[src/rtl/zmips_pkg.sv]
// Shared zMIPS definitions: ALU op codes, register index width and the bubble
// field values loaded into pipeline registers on stalls, flushes and reset.
package zmips_pkg;

  localparam int REG_W  = 5;
  localparam int DATA_W = 32;

  localparam logic [3:0] ALU_ADD = 4'h0;
  localparam logic [3:0] ALU_SUB = 4'h1;
  localparam logic [3:0] ALU_AND = 4'h2;
  localparam logic [3:0] ALU_OR  = 4'h4;
  localparam logic [3:0] ALU_EOR = 4'h6;
  localparam logic [3:0] ALU_NOP = 4'h8;
  localparam logic [3:0] ALU_SLL = 4'hA;
  localparam logic [3:0] ALU_SRA = 4'hC;
  localparam logic [3:0] ALU_SRL = 4'hE;

  // A bubble is architecturally invisible: no write, no load, op/rd/data zero.
  localparam logic       BUBBLE_VALID   = 1'b0;
  localparam logic       BUBBLE_WR_EN   = 1'b0;
  localparam logic       BUBBLE_IS_LOAD = 1'b0;
  localparam logic [3:0] BUBBLE_ALU_OP  = ALU_ADD;

endpackage

[src/rtl/zmips_fwd_sel.sv]
// Three-way operand forward select: MEM result, else WB result, else the
// registered operand. Register 0 is never forwarded.
module zmips_fwd_sel #(
  parameter int RW = 5,
  parameter int DW = 32
) (
  input  logic [RW-1:0] idx,
  input  logic [DW-1:0] reg_data,
  input  logic          mem_en,
  input  logic [RW-1:0] mem_rd,
  input  logic [DW-1:0] mem_data,
  input  logic          wb_en,
  input  logic [RW-1:0] wb_rd,
  input  logic [DW-1:0] wb_data,
  output logic [DW-1:0] data
);

  always_comb begin
    // NOTE: default assignment first so every path drives data (no latch).
    data = reg_data;
    if (idx != '0) begin
      if (mem_en && (mem_rd == idx))     data = mem_data;
      else if (wb_en && (wb_rd == idx))  data = wb_data;
    end
  end

endmodule

[src/rtl/zmips_id_ex.sv]
// zMIPS ID/EX pipeline register with operand forwarding and hazard stalls.
// Build option: define ZMIPS_FWD_EN to include the MEM/WB forwarding muxes.
module zmips_id_ex
  import zmips_pkg::*;
#(
  parameter int RW = REG_W,
  parameter int DW = DATA_W
) (
  input  logic          clk,
  input  logic          rst_n,
  input  logic          id_valid,
  input  logic [RW-1:0] id_rs,
  input  logic [RW-1:0] id_rt,
  input  logic [DW-1:0] id_rs_data,
  input  logic [DW-1:0] id_rt_data,
  input  logic [DW-1:0] id_imm,
  input  logic          id_use_imm,
  input  logic [3:0]    id_alu_op,
  input  logic [4:0]    id_shamt,
  input  logic          id_shamt_var,
  input  logic          id_cin,
  input  logic [RW-1:0] id_rd,
  input  logic          id_wr_en,
  input  logic          id_is_load,
  input  logic          flush,
  input  logic          ex_stall,
  input  logic [RW-1:0] mem_rd,
  input  logic [RW-1:0] wb_rd,
  input  logic          mem_wr_en,
  input  logic          wb_wr_en,
  input  logic [DW-1:0] mem_data,
  input  logic [DW-1:0] wb_data,
  output logic [DW-1:0] alu_a,
  output logic [DW-1:0] alu_b,
  output logic [3:0]    alu_op,
  output logic [4:0]    alu_shamt,
  output logic          alu_cin,
  output logic          ex_valid,
  output logic [RW-1:0] ex_rd,
  output logic          ex_wr_en,
  output logic          ex_is_load,
  output logic [DW-1:0] ex_store_data,
  output logic          id_stall
);

  typedef struct packed {
    logic          valid;
    logic [RW-1:0] rs;
    logic [RW-1:0] rt;
    logic [DW-1:0] rs_data;
    logic [DW-1:0] rt_data;
    logic [DW-1:0] imm;
    logic          use_imm;
    logic [3:0]    alu_op;
    logic [4:0]    shamt;
    logic          shamt_var;
    logic          cin;
    logic [RW-1:0] rd;
    logic          wr_en;
    logic          is_load;
  } idex_t;

  localparam idex_t BUBBLE = '{valid: BUBBLE_VALID, wr_en: BUBBLE_WR_EN,
                               is_load: BUBBLE_IS_LOAD, alu_op: BUBBLE_ALU_OP,
                               default: '0};

  idex_t         r;
  idex_t         id_in;
  logic          hazard;
  logic          fwd_mem_en;
  logic          fwd_wb_en;
  logic [DW-1:0] rs_fwd;
  logic [DW-1:0] rt_fwd;

  function automatic logic hit(input logic en, input logic [RW-1:0] rd,
                               input logic [RW-1:0] idx);
    return en && (rd != '0) && (rd == idx);
  endfunction

  assign id_in = '{valid: id_valid, rs: id_rs, rt: id_rt, rs_data: id_rs_data,
                   rt_data: id_rt_data, imm: id_imm, use_imm: id_use_imm,
                   alu_op: id_alu_op, shamt: id_shamt, shamt_var: id_shamt_var,
                   cin: id_cin, rd: id_rd, wr_en: id_wr_en, is_load: id_is_load};

`ifdef ZMIPS_FWD_EN
  // Only a load in EX cannot be bypassed: its data appears one stage later.
  assign hazard     = hit(ex_is_load, r.rd, id_rs) | hit(ex_is_load, r.rd, id_rt);
  assign fwd_mem_en = mem_wr_en;
  assign fwd_wb_en  = wb_wr_en;
`else
  // Without bypass, wait until every in-flight producer has retired from WB.
  assign hazard     = hit(ex_wr_en,  r.rd,   id_rs) | hit(ex_wr_en,  r.rd,   id_rt) |
                      hit(mem_wr_en, mem_rd, id_rs) | hit(mem_wr_en, mem_rd, id_rt) |
                      hit(wb_wr_en,  wb_rd,  id_rs) | hit(wb_wr_en,  wb_rd,  id_rt);
  assign fwd_mem_en = 1'b0;
  assign fwd_wb_en  = 1'b0;
`endif

  assign id_stall = ex_stall | (id_valid & hazard);

  // NOTE: async reset in the sensitivity list; all state updates use <=.
  always_ff @(posedge clk or negedge rst_n) begin
    if (!rst_n)                    r <= BUBBLE;
    else if (flush)                r <= BUBBLE;
    else if (ex_stall)             r <= r;
    else if (id_valid && hazard)   r <= BUBBLE;
    else                           r <= id_in;
  end

  zmips_fwd_sel #(.RW(RW), .DW(DW)) u_fwd_rs (
    .idx(r.rs), .reg_data(r.rs_data),
    .mem_en(fwd_mem_en), .mem_rd(mem_rd), .mem_data(mem_data),
    .wb_en(fwd_wb_en), .wb_rd(wb_rd), .wb_data(wb_data),
    .data(rs_fwd)
  );

  zmips_fwd_sel #(.RW(RW), .DW(DW)) u_fwd_rt (
    .idx(r.rt), .reg_data(r.rt_data),
    .mem_en(fwd_mem_en), .mem_rd(mem_rd), .mem_data(mem_data),
    .wb_en(fwd_wb_en), .wb_rd(wb_rd), .wb_data(wb_data),
    .data(rt_fwd)
  );

  assign alu_a         = rs_fwd;
  assign alu_b         = r.use_imm ? r.imm : rt_fwd;
  assign ex_store_data = rt_fwd;
  assign alu_shamt     = r.shamt_var ? rs_fwd[4:0] : r.shamt;
  assign alu_op        = r.alu_op;
  assign alu_cin       = r.cin;
  assign ex_valid      = r.valid;
  assign ex_rd         = r.rd;
  assign ex_wr_en      = r.valid & r.wr_en;
  assign ex_is_load    = r.valid & r.is_load;

endmodule

[config.mk]
export PLATFORM = sky130hd
export DESIGN_NAME = zmips_id_ex
export DESIGN_NICKNAME = d
export VERILOG_FILES = /design/src/rtl/zmips_pkg.sv /design/src/rtl/zmips_fwd_sel.sv /design/src/rtl/zmips_id_ex.sv
export SDC_FILE = /design/constraint.sdc
export NUM_CORES = 1
export LEC_CHECK = 0
export CAP_MARGIN = 25
export CORE_ASPECT_RATIO = 0.5
export CORE_MARGIN = 5
export CORE_UTILIZATION = 37
export DETAILED_ROUTE_END_ITERATION = 8
export PLACE_DENSITY = 0.89
export SYNTH_ARGS = -nofsm -noshare
export SYNTH_HDL_FRONTEND = slang
export SYNTH_SLANG_ARGS = --single-unit
[constraint.sdc]
create_clock -name clk -period 2.35 [get_ports clk]
set_clock_uncertainty 0.1 [all_clocks]
set_input_delay 0.47 -clock clk [delete_from_list [all_inputs] [get_ports clk]]
set_output_delay 0.47 -clock clk [all_outputs]
set_load 0.01 [all_outputs]
==> impl_metrics.json, run 1 <==
{
  "status": "complete, but fails checks",
  "violations": "setup timing",
  "cts.sinks": 116,
  "start_kind": "register",
  "synth_edf_count": 0,
  "crit_required_ps": 1780,
  "clk_pin_slew_ps": 60,
  "die_y_um": 104.2,
  "syn_to_final_growth_pct": 57.52,
  "synth-seq-cells": 116,
  "synth_top_area_share_pct": 44.20,
  "clockBufferDepth": 2,
  "fin_hold_ws_ps": 447.8,
  "ys_types": 23,
  "die_x_um": 198.4,
  "synth_compound_area_share_pct": 31.72,
  "synth-simple-area-share_pct": 1.562,
  "ir_drop_v": 0.0005317,
  "cts_buffers": 17,
  "viasPerCell": 5.597,
  "tightest_slew_ps": 441.9,
  "layout.cells.non_filler": 1038,
  "yosysWarnings": 0,
  "num_antenna_cells": 0,
  "dp_hpwl_um": 14270,
  "reg2reg_from": "ex_rd[1]",
  "ant_nets": 0,
  "synthAdderAreaFrac_pct": 0,
  "grt.total_usage_pct": 20.48,
  "r2r_setup_slack_ps": -370,
  "highest_layer": "met4",
  "crit_path_end_kind": "output pin",
  "p_per_area_nw_per_um2": 663.8,
  "dr_wl_met2_um": 11780,
  "synth_most_common_cell": "dfrtp_1",
  "grt_antenna_before_repair": 0,
  "synthXorXnorAreaFrac_pct": 4.001,
  "fin_util_pct": 59.46,
  "gp_congestion": 0.8523,
  "syn-mean-instance-area_um2": 11.50,
  "slew_violations": 0,
  "synthTopCellsByCount": "dfrtp_1, a22o_1, a31o_2",
  "ys_seq_area_share_pct": 44.20,
  "cts_max_level": 4,
  "reg2reg_to": "r[91]",
  "grt-ovfl-total": 0,
  "tns_ps": -30090,
  "synthTopCellsByArea": "dfrtp_1, a22o_1, a31o_2",
  "numPlacedInstances": 970,
  "clkLatencyLatePin_ps": 400,
  "slew_headroom_pct": 70.54,
  "leakagePower_nw": 4.552,
  "cts-root-buf": "clkbuf_16",
  "finalWirelength_um": 23410,
  "r2r_cells": 10,
  "wl_met1_um": 9445,
  "die_area_um2": 20680,
  "port_buffers": 256,
  "fill_cells": 1396,
  "fin_ws_ps": -541.0,
  "routedWlPerCell_um": 22.55,
  "rsz0062_at_grt": "yes",
  "muxShareOfSynthArea_pct": 6.344,
  "vias": 5810,
  "syn-cell-area_um2": 6568,
  "worstSetupPathType": "register to output pin",
  "maxCapViolCount": 0,
  "fin_crit_ps": 2891,
  "wl_met3_um": 1314,
  "first_pass_iters": 4,
  "setup_viol_count_final": 97,
  "cts_tree": "done",
  "worstPathArrival_ps": 2320,
  "num_io_pins": 321,
  "finalHoldViolations": 0,
  "initial_core_util_pct": 37.75,
  "synthArstFlopShare_pct": 100.0,
  "yosysTopAreaCell": "dfrtp_1",
  "drc": 0,
  "drive_gt1_share_pct": 29.73,
  "grt_pass1_wl_um": 33820,
  "core_um2": 17400,
  "synth_top_family_by_area": "compound AO/OA/AOI/OAI gates",
  "synth_flop_cell": "dfrtp_1",
  "max_freq_ghz": 0.3459,
  "nNetsFinal": 999,
  "first_iter_violations": 367,
  "syn-num-nets": 777,
  "rows": 34,
  "p_total_mw": 6.867,
  "grt_pass1_vias": 6110,
  "hp-class": "primary input to asynchronous set/reset pin",
  "grt_max_degree": 61,
  "path_max_fanout": 2,
  "finalCritPeriodShare_pct": 123.0,
  "syn_inst": 571,
  "crit_start": "ex_rd[1]"
}
flip-flops by register name, summed over array words and instances, names as in the netlist:
register / cells
alu_cin: 1
alu_op: 4
ex_rd: 5
ex_valid: 1
r: 105
repair_timing:
action	4_1_cts	5_1_grt
endpoints found under the hold margin	23	0
pin swaps	5	7
setup buffers	8	13
gates cloned	7	11
setup endpoints to repair	129	122
hold buffers	1	0
resized for setup	59	21
cells by family (layout without fill, tap and decap cells):
kind of cell	after synthesis	count (layout)
simple gates	20	20
flops	116	116
mux	37	37
compound gates	239	239
buf+inv	129	362
xor+xnor	30	30
cells in the final DEF, fill, tap and decap left out, types with 2 or more instances in the layout:
cell / Yosys / final
a22o_1: 115 / 115
dlygate4sd2_1: 0 / 34
clkbuf_16: 0 / 25
buf_16: 0 / 7
clkbuf_8: 0 / 2
bufinv_16: 0 / 5
xnor2_1: 30 / 30
buf_8: 0 / 2
and2_1: 2 / 2
dfrtp_2: 0 / 2
mux2_2: 37 / 37
clkdlybuf4s50_1: 0 / 215
nand2_1: 6 / 6
buf_12: 0 / 15
nand3_1: 6 / 6
or4_1: 3 / 3
buf_4: 73 / 39
o22ai_1: 3 / 3
a31o_2: 86 / 80
buf_2: 9 / 2
a31o_1: 29 / 29
buf_6: 4 / 5
clkinv_2: 0 / 3
a31o_4: 0 / 6
clkbuf_2: 0 / 3
clkinvlp_4: 0 / 2
dfrtp_1: 116 / 114
o21a_1: 3 / 3
cell type report:
class                   count  area [µm²]  share of cell area [%]
repair buffers            331        3557                   34.39
multi-input cells         326        2949                   28.51
flip-flops and latches    116        2905                   28.08
clock buffers              20       456.7                   4.415
well taps                 234       292.8                   2.830
clock inverters            10       180.2                   1.742
inverters                   1       3.754                 0.03628
layer usage:
layer	vias up	global-route usage [%]
met5	-	0
met4	0	9.024
met3	63	3.689
met2	234	35.00
met1	2905	25.35
li1	2608	-
where the power goes:
| group | internal [mW] | leakage (nW) | total, mW | switching [mW] |
|---|---|---|---|---|
| logic | 1.03 | 2.73 | 1.74 | 0.704 |
| registers | 2.18 | 1.51 | 2.29 | 0.119 |
| clock network | 1.92 | 0.308 | 2.83 | 0.913 |
| total | 5.13 | 4.55 | 6.87 | 1.74 |
worst max-delay path: stages (launching register included):
cell,delay (ps)
dfrtp_1,370
or4_1,520
o21a_1,190
a222oi_1,440
buf_4,230
o21bai_4,60
buf_6,120
worst max path at each step:
stage,end
6_report,id_stall
5_1_grt,id_stall
4_1_cts,id_stall
3_5_place_dp,id_stall
3_3_place_gp,id_stall
2_1_floorplan,id_stall
through the flow:
stage          cell area (µm²)  worst slack, ps
2_1_floorplan             6579           -175.1
3_3_place_gp              9059           -938.3
3_5_place_dp              9059           -999.1
4_1_cts                   9952           -512.4
5_1_grt                  10340           -599.6
6_report                 10340           -541.0
Note: power is estimated with default switching activity, not from simulation.
==> inputs of run 2 (changes only) <==
Clock period 2.35 ns to 2.4 ns, I/O delays scaled along.
==> run 2 against run 1 <==
  * The run still ends with setup timing left
  * Register-to-register slack improved by 30 ps
  * Sequential share of layout area shrank 0.66 points
  * Combinational power grew 3%
  * Critical path type is now primary input to output pin
  * Highest routed layer unchanged
==> impl_metrics.json, run 2 (same netlist as run 1, synthesis figures left out) <==
{
  "cts_tree": "done",
  "final_common_cell": "clkdlybuf4s50_1",
  "leakagePower_nw": 4.569,
  "dp_hpwl_um": 13950,
  "cts_buffers": 17,
  "finalHoldViolations": 0,
  "hp-class": "primary input to asynchronous set/reset pin",
  "ant_nets": 0,
  "setup_viol_count_final": 97,
  "initial_core_util_pct": 37.75,
  "finalWirelength_um": 24210,
  "status": "complete, but fails checks",
  "finalCritPeriodShare_pct": 118.4,
  "grt_pass1_vias": 6323,
  "clkLatencyLatePin_ps": 410,
  "die_x_um": 198.4,
  "final_cell_mix": "clkdlybuf4s50_1, a22o_1, dfrtp_1",
  "grt_pass1_wl_um": 36220,
  "start_kind": "primary input",
  "viasPerCell": 5.735,
  "first_iter_violations": 293,
  "syn_to_final_growth_pct": 61.31,
  "clockBufferDepth": 2,
  "nNetsFinal": 997,
  "p_per_area_nw_per_um2": 638.6,
  "grt_max_degree": 88,
  "drc": 0,
  "maxCapViolCount": 0,
  "crit_path_end_kind": "output pin",
  "rows": 34,
  "fin_ws_ps": -441.6,
  "preCtsSetupSlack_ps": -920.8,
  "core_um2": 17400,
  "ir_drop_v": 0.0005364,
  "r2r_cells": 12,
  "r2r_setup_slack_ps": -340,
  "port_buffers": 256,
  "gp_congestion": 0.8409,
  "cts.sinks": 116,
  "grt_antenna_before_repair": 0,
  "vias": 5953,
  "max_freq_ghz": 0.3519,
  "routedWlPerCell_um": 23.32,
  "rsz0062_at_grt": "yes",
  "cts_max_level": 4,
  "largest_reg_flops": 105,
  "worstPathCellList": "dlygate4sd2_1, or4_1, o21a_1, a222oi_1, buf_4, o21bai_4, buf_6",
  "path_buf_inv": 3,
  "cts-root-buf": "clkbuf_16",
  "numPlacedInstances": 964,
  "worstSetupPathType": "primary input to output pin",
  "grt.total_usage_pct": 22.37,
  "drive_gt1_share_pct": 31.09,
  "crit_family": "compound AO/OA/AOI/OAI gates",
  "reg2reg_from": "ex_rd[1]",
  "reg2reg_to": "r[44]",
  "die_y_um": 104.2,
  "violations": "setup timing",
  "crit_required_ps": 1820,
  "path_max_fanout": 2,
  "grt-ovfl-total": 0,
  "num_antenna_cells": 0,
  "largest_register": "r",
  "num_io_pins": 321,
  "first_pass_iters": 4,
  "worstPathArrival_ps": 2260,
  "slew_headroom_pct": 72.75,
  "crit_slowest_cell": "or4_1",
  "slew_violations": 0,
  "clk_pin_slew_ps": 60,
  "fin_crit_ps": 2842,
  "tightest_slew_ps": 408.8,
  "die_area_um2": 20680,
  "fill_cells": 1327,
  "critPathMaxStageDelay_ps": 510,
  "layout.cells.non_filler": 1038
}
-- run 2: worst max path at each step --
stage	end	cells past startpoint	slack, ps	startpoint
after floorplan	id_stall	7	-150	wb_rd[1]
after CTS	id_stall	6	-480	ex_rd[1]
after detailed placement	id_stall	7	-920	wb_rd[1]
after global routing	id_stall	6	-570	ex_rd[1]
final	id_stall	7	-440	wb_rd[4]
after global placement	id_stall	7	-900	wb_rd[1]
-- run 2: cell type report --
cell class | instances | area [µm²] | share of cell area (%)
Clock buffer | 19 | 442.9 | 4.181
Clock inverter | 13 | 182.7 | 1.724
Sequential cell | 116 | 2905 | 27.42
Tap cell | 234 | 292.8 | 2.764
Inverter | 1 | 3.754 | 0.03543
Multi-Input combinational cell | 326 | 3067 | 28.95
Timing Repair Buffer | 329 | 3700 | 34.92
-- run 2: what timing repair did --
item / 4_1_cts / 5_1_grt
gates cloned: 17 / 2
endpoints found under the setup margin: 123 / 114
gates resized for setup: 101 / 51
setup buffers: 24 / 11
endpoints found under the hold margin: 23 / 0
pin swaps: 4 / 27
hold buffers: 1 / 0
-- run 2: report_power, final --
group / leakage, nW / internal, mW / total (mW) / switching [mW]
clock network: 0.295 / 1.76 / 2.73 / 0.963
registers: 1.51 / 2.13 / 2.25 / 0.122
logic: 2.76 / 1.07 / 1.79 / 0.714
total: 4.57 / 4.97 / 6.77 / 1.80
-- run 2: per-layer routing --
metal | GRT usage, % | part of all wire [%]
met1 | 27.02 | 40
met5 | 0 | 0
met2 | 38.01 | 52
met4 | 10.98 | 3.2
met3 | 4.628 | 4.9
-- run 2: metrics by stage --
step	utilization, %	power (mW)	hold slack, ps	TNS, ps	area [µm²]
4_1_cts	60.31	6.760	433.3	-20780	10490
2_1_floorplan	-	3.052	84.41	-145.1	6579
5_1_grt	60.89	7.016	474.8	-35020	10590
3_5_place_dp	51.73	3.792	322.1	-75480	9001
6_report	60.89	6.766	449.9	-23060	10590
3_3_place_gp	51.73	3.743	308.2	-71740	9001
